[src/rtl/conv_window_pkg.sv]
// rtl/conv_window_pkg.sv - shared widths and tap packing for the 3x3 window generator
package conv_window_pkg;

    localparam int PIX_W    = 8;
    localparam int WIN_K    = 3;
    localparam int WIN_TAPS = 9;
    localparam int WIN_BITS = 72;

    // Tap k = row*3+col sits at bit k*PIX_W of the packed window.
    function automatic int tap_offset(input int row, input int col);
        return (row * WIN_K + col) * PIX_W;
    endfunction

endpackage

[src/rtl/conv_line_buffer.sv]
// rtl/conv_line_buffer.sv - single-port row buffer, combinational read-old, registered write
module conv_line_buffer
    import conv_window_pkg::*;
#(
    parameter int DEPTH = 28,
    parameter int AW    = $clog2(DEPTH)
) (
    input  logic             clk,
    input  logic             we,
    input  logic [AW-1:0]    addr,
    input  logic [PIX_W-1:0] wdata,
    output logic [PIX_W-1:0] rdata
);

    logic [PIX_W-1:0] mem [DEPTH];

    assign rdata = mem[addr];

    always_ff @(posedge clk) begin
        if (we) begin
            mem[addr] <= wdata;
        end
    end

endmodule

[src/rtl/conv_window_gen.sv]
// rtl/conv_window_gen.sv - raster pixel stream to 3x3 valid-window stream; SOF checking under CONV_WINDOW_GEN_SOF_CHECK_EN
module conv_window_gen
    import conv_window_pkg::*;
#(
    parameter int IMG_W = 28,
    parameter int IMG_H = 28,
    parameter int PIX_W = 8
) (
    input  logic                i_clk,
    input  logic                i_rst,
    input  logic                i_pixel_valid,
    input  logic [PIX_W-1:0]    i_pixel_data,
    input  logic                i_sof,
    output logic                o_data_valid,
    output logic [WIN_BITS-1:0] o_data,
    output logic                o_frame_done,
    output logic                o_err
);

    localparam int CW = $clog2(IMG_W);
    localparam int RW = $clog2(IMG_H);
    localparam logic [CW-1:0] C_LAST = CW'(IMG_W - 1);
    localparam logic [RW-1:0] R_LAST = RW'(IMG_H - 1);

    logic [CW-1:0]    col;
    logic [RW-1:0]    row;
    logic [CW-1:0]    cur_c;
    logic [RW-1:0]    cur_r;
    logic [PIX_W-1:0] a_rd;
    logic [PIX_W-1:0] b_rd;
    logic             win_emit;
    logic [PIX_W-1:0] win [WIN_K][WIN_K];

    // An SOF pixel is treated as (0,0) in the same cycle it arrives.
    assign cur_c    = i_sof ? '0 : col;
    assign cur_r    = i_sof ? '0 : row;
    assign win_emit = i_pixel_valid && (cur_r >= RW'(2)) && (cur_c >= CW'(2));

    conv_line_buffer #(.DEPTH(IMG_W), .AW(CW)) u_lb_a (
        .clk   (i_clk),
        .we    (i_pixel_valid),
        .addr  (cur_c),
        .wdata (b_rd),
        .rdata (a_rd)
    );

    conv_line_buffer #(.DEPTH(IMG_W), .AW(CW)) u_lb_b (
        .clk   (i_clk),
        .we    (i_pixel_valid),
        .addr  (cur_c),
        .wdata (i_pixel_data),
        .rdata (b_rd)
    );

    always_ff @(posedge i_clk) begin
        if (i_rst) begin
            col          <= '0;
            row          <= '0;
            o_data_valid <= 1'b0;
            o_frame_done <= 1'b0;
            for (int r = 0; r < WIN_K; r++) begin
                for (int c = 0; c < WIN_K; c++) begin
                    win[r][c] <= '0;
                end
            end
        end else begin
            o_data_valid <= win_emit;
            o_frame_done <= win_emit && (cur_r == R_LAST) && (cur_c == C_LAST);
            if (i_pixel_valid) begin
                for (int r = 0; r < WIN_K; r++) begin
                    win[r][0] <= win[r][1];
                    win[r][1] <= win[r][2];
                end
                win[0][2] <= a_rd;
                win[1][2] <= b_rd;
                win[2][2] <= i_pixel_data;
                if (cur_c == C_LAST) begin
                    col <= '0;
                    row <= (cur_r == R_LAST) ? '0 : cur_r + RW'(1);
                end else begin
                    col <= cur_c + CW'(1);
                    row <= cur_r;
                end
            end
        end
    end

    // The window registers only move on accepted pixels, so o_data holds while idle.
    for (genvar r = 0; r < WIN_K; r++) begin : g_row
        for (genvar c = 0; c < WIN_K; c++) begin : g_col
            assign o_data[tap_offset(r, c) +: PIX_W] = win[r][c];
        end
    end

`ifdef CONV_WINDOW_GEN_SOF_CHECK_EN
    logic first_pix;
    logic err;

    always_ff @(posedge i_clk) begin
        if (i_rst) begin
            first_pix <= 1'b1;
            err       <= 1'b0;
        end else if (i_pixel_valid) begin
            first_pix <= 1'b0;
            if (i_sof && (col != '0 || row != '0)) begin
                err <= 1'b1;
            end
            if (!i_sof && col == '0 && row == '0 && !first_pix) begin
                err <= 1'b1;
            end
        end
    end

    assign o_err = err;
`else
    assign o_err = 1'b0;
`endif

endmodule

[config.mk]
export PLATFORM = sky130hd
export DESIGN_NAME = conv_window_gen
export DESIGN_NICKNAME = d
export VERILOG_FILES = /design/src/rtl/conv_window_pkg.sv /design/src/rtl/conv_line_buffer.sv /design/src/rtl/conv_window_gen.sv
export SDC_FILE = /design/constraint.sdc
export NUM_CORES = 1
export LEC_CHECK = 0
export CAP_MARGIN = 10
export CORE_AREA = 2 2 200 202
export DETAILED_ROUTE_END_ITERATION = 8
export DIE_AREA = 0 0 202 204
export PLACE_DENSITY_LB_ADDON = 0.05
export SETUP_SLACK_MARGIN = 0.1
export SLEW_MARGIN = 20
export SYNTH_ARGS = -nofsm -noshare
export SYNTH_HDL_FRONTEND = slang
export SYNTH_SLANG_ARGS = --single-unit
[constraint.sdc]
create_clock -name i_clk -period 3.4 [get_ports i_clk]
set_input_delay 0.51 -clock i_clk [delete_from_list [all_inputs] [get_ports i_clk]]
set_output_delay 0.51 -clock i_clk [all_outputs]
set_load 0.05 [all_outputs]
==> flow_metrics.env <==
export IMPL_status="complete, no violations"
export IMPL_cts_sinks=532
export IMPL_clkLatencyLatePin_ns=0.59
export IMPL_max_slew_worst_pin_slew_ns=1.05
export IMPL_gp_congestion=0.869
export IMPL_nets=1470
export IMPL_core_area_um2=39200
export IMPL_finalSetupViolCount=0
export IMPL_cts_root_buf="clkbuf_16"
export IMPL_cts_max_path_buffers=3
export IMPL_clock_fmax_mhz=340
export IMPL_avgSynthCellArea_um2=16.3
export IMPL_ys_types=65
export IMPL_ir_worst_vdd_uv=395
export IMPL_crit_required_ns=3.74
export IMPL_port_buffers=85
export IMPL_p_leak_nw=8.17
export IMPL_post_cts_resized=0
export IMPL_hold_path_class="input port to register"
export IMPL_slew_headroom_pct=29.8
export IMPL_cts_inserted_buffers=54
export IMPL_clkTransAtPathRegs_ns=0.06
export IMPL_p_per_area_nw_per_um2=568
export IMPL_design_area_um2=24800
export IMPL_drt_pass1_iter_count=6
export IMPL_synth_fp_nets=1317
export IMPL_period_needed_ns=2.94
export IMPL_start_util_pct=54.1
export IMPL_async_reset_ff_share_pct=0
export IMPL_whs_ns=0.468
export IMPL_fin_crit_sh_pct=86.5
export IMPL_synth_edf_count=520
export IMPL_synthFlopType="edfxtp_1"
export IMPL_syn_cell_area_um2=21200
export IMPL_die_h_um=204
export IMPL_met3_usage_pct=3.54
export IMPL_rsz0062_at_grt="false"
export IMPL_cp_end_kind="register"
export IMPL_rows=73
export IMPL_critPathKind="register to register"
export IMPL_num_io_pins=87
export IMPL_n_fill_cell=2830
export IMPL_tritoncts="built"
export IMPL_synth_cells=1301
export IMPL_viasPerCell=6.02
export IMPL_hold_viol_final=0
export IMPL_seq_area_um2=15900
export IMPL_yosysSeqAreaShare_pct=74.8
export IMPL_wl_per_cell_um=25.0
export IMPL_grt_pass1_vias=11700
export IMPL_antenna_cells=0
export IMPL_fin_util_pct=63.4
export IMPL_final_common_cell="edfxtp_1"
export IMPL_ys_ff_latch=532
export IMPL_worst_clock_skew_ns=0.0166
export IMPL_detail_route_antenna_nets=0
export IMPL_cp_data_arrival_time_ns=3.28
export IMPL_die_x_um=202
export IMPL_grt_use_met1_pct=34.6
export IMPL_post_cts_buffers=0
export IMPL_cp_start_kind="register"
export IMPL_grt_max_degree=69
export IMPL_grt_pass1_wl_mm=75.1
export IMPL_die_area_um2=41200
export IMPL_finalSetupTns_ns=0
export IMPL_yosys_warnings=0
export IMPL_hold_buffers=0
export IMPL_multiInputGateArea_um2=4840
export IMPL_drive_gt1_share_pct=14.2
export IMPL_max_cap_violations=0
export IMPL_crit_fanout=68
export IMPL_routed_wl_mm=50.6
export IMPL_antenna_found_initial=0
export IMPL_placed_area_um2=23200
export IMPL_grt_use_met2_pct=39.6
export IMPL_area_growth_pct=17.1
export IMPL_htreeDepth=2
export IMPL_top_usage_layer="met2"
export IMPL_overflow=0
export IMPL_dpl_hpwl_mm=32.1
export IMPL_final_cell_mix="520 x edfxtp_1, 93 x mux2i_1, 84 x buf_4, 83 x clkdlybuf4s50_1, 71 x and2_1"
export IMPL_vias=12200
export IMPL_drc=0
export IMPL_gr_usage_all_layers_pct=24.8
export IMPL_drv_slew=0
export IMPL_first_iter_violations=1291
[cell families (layout without fill, tap and decap cells)]
| logic type | after synthesis | in the layout | share of synthesized area, % |
|---|---|---|---|
| flops | 532 | 532 | 74.8 |
| buf+inv | 101 | 297 | 2.54 |
| other cells | 1 | 1 | 0.0177 |
| simple gates | 277 | 277 | 7.15 |
| compound gates | 267 | 267 | 9.02 |
| mux | 119 | 119 | 6.25 |
| fa+ha+maj | 4 | 4 | 0.236 |
[cells in the mapped netlist (10+ instances only)]
| master | instances | area share (%) |
|---|---|---|
| a22oi_1 | 34 | 1.2 |
| nor2_1 | 60 | 1.1 |
| a221o_1 | 15 | 0.71 |
| nor3b_1 | 16 | 0.57 |
| o22ai_1 | 23 | 0.68 |
| nand2_1 | 58 | 1.0 |
| inv_1 | 12 | 0.21 |
| buf_4 | 12 | 0.42 |
| nor2b_1 | 11 | 0.32 |
| o21ai_0 | 38 | 0.90 |
| buf_6 | 10 | 0.53 |
| a211oi_1 | 18 | 0.64 |
| buf_2 | 31 | 0.73 |
| and2_1 | 71 | 2.1 |
| mux2i_1 | 93 | 4.4 |
| edfxtp_1 | 520 | 74 |
| a221oi_1 | 24 | 0.99 |
| clkbuf_1 | 27 | 0.48 |
| a21oi_1 | 33 | 0.78 |
| dfxtp_1 | 12 | 1.1 |
[path summary, 6_finish.rpt]
kind | from | to | slack (ns) | depth (start not counted)
worst min register to register | row[1]$_SDFFE_PP0P_ | row[1]$_SDFFE_PP0P_ | 0.54 | 2
worst max-delay path | col[0]$_SDFFE_PP0P_ | win[0][24]$_SDFFCE_PN0P_ | 0.46 | 7
worst min-delay path | i_pixel_data[6] | u_lb_b.mem[24][6]$_DFFE_PP_ | 0.47 | 1
worst max register to register | col[0]$_SDFFE_PP0P_ | win[0][24]$_SDFFCE_PN0P_ | 0.46 | 7
[final cells by class]
type | instances | share of cell area (%)
multi-input combinational | 668 | 19.5
sequential | 532 | 63.9
clock inverter | 31 | 1.04
timing repair buffer | 182 | 6.97
clock buffer | 68 | 5.74
tap | 525 | 2.64
inverter | 16 | 0.242
[registers in the layout, summed over array words and instances (netlist names)]
register	count
o_data_valid	1
row	5
win	72
u_lb_a.mem	224
o_frame_done	1
u_lb_b.mem	224
col	5
[power breakdown]
group | leakage [nW] | switching, W | internal [W]
logic | 2.43 | 0.000741 | 0.000346
registers | 4.93 | 0.0000478 | 0.00735
clock network | 0.812 | 0.00236 | 0.00326
total | 8.17 | 0.00315 | 0.0110
[critical path, stage by stage, from the launching register on]
cell and delay [ns]:
dfxtp_4 0.66, buf_12 0.37, nor2b_1 0.48, a221oi_1 0.19, o211ai_1 0.30, nand4_1 0.23
buf_12 0.24, and2_1 0.14
[per-layer routing]
metal,up-vias,wire length [um]
li1,5452,-
met1,6087,21300
met2,528,24200
met3,107,3170
met4,0,1950
met5,-,0
[stage by stage]
step | power, W | instances | setup WS (ns)
floorplan | 0.00818 | 1301 | 0.216
global placement | 0.00861 | 1923 | 0.459
detailed placement | 0.00862 | 1923 | 0.405
CTS | 0.0142 | 2022 | 0.513
global route | 0.0145 | 2022 | 0.328
finish | 0.0141 | 2022 | 0.460
Power figures use the tool's default switching activity.
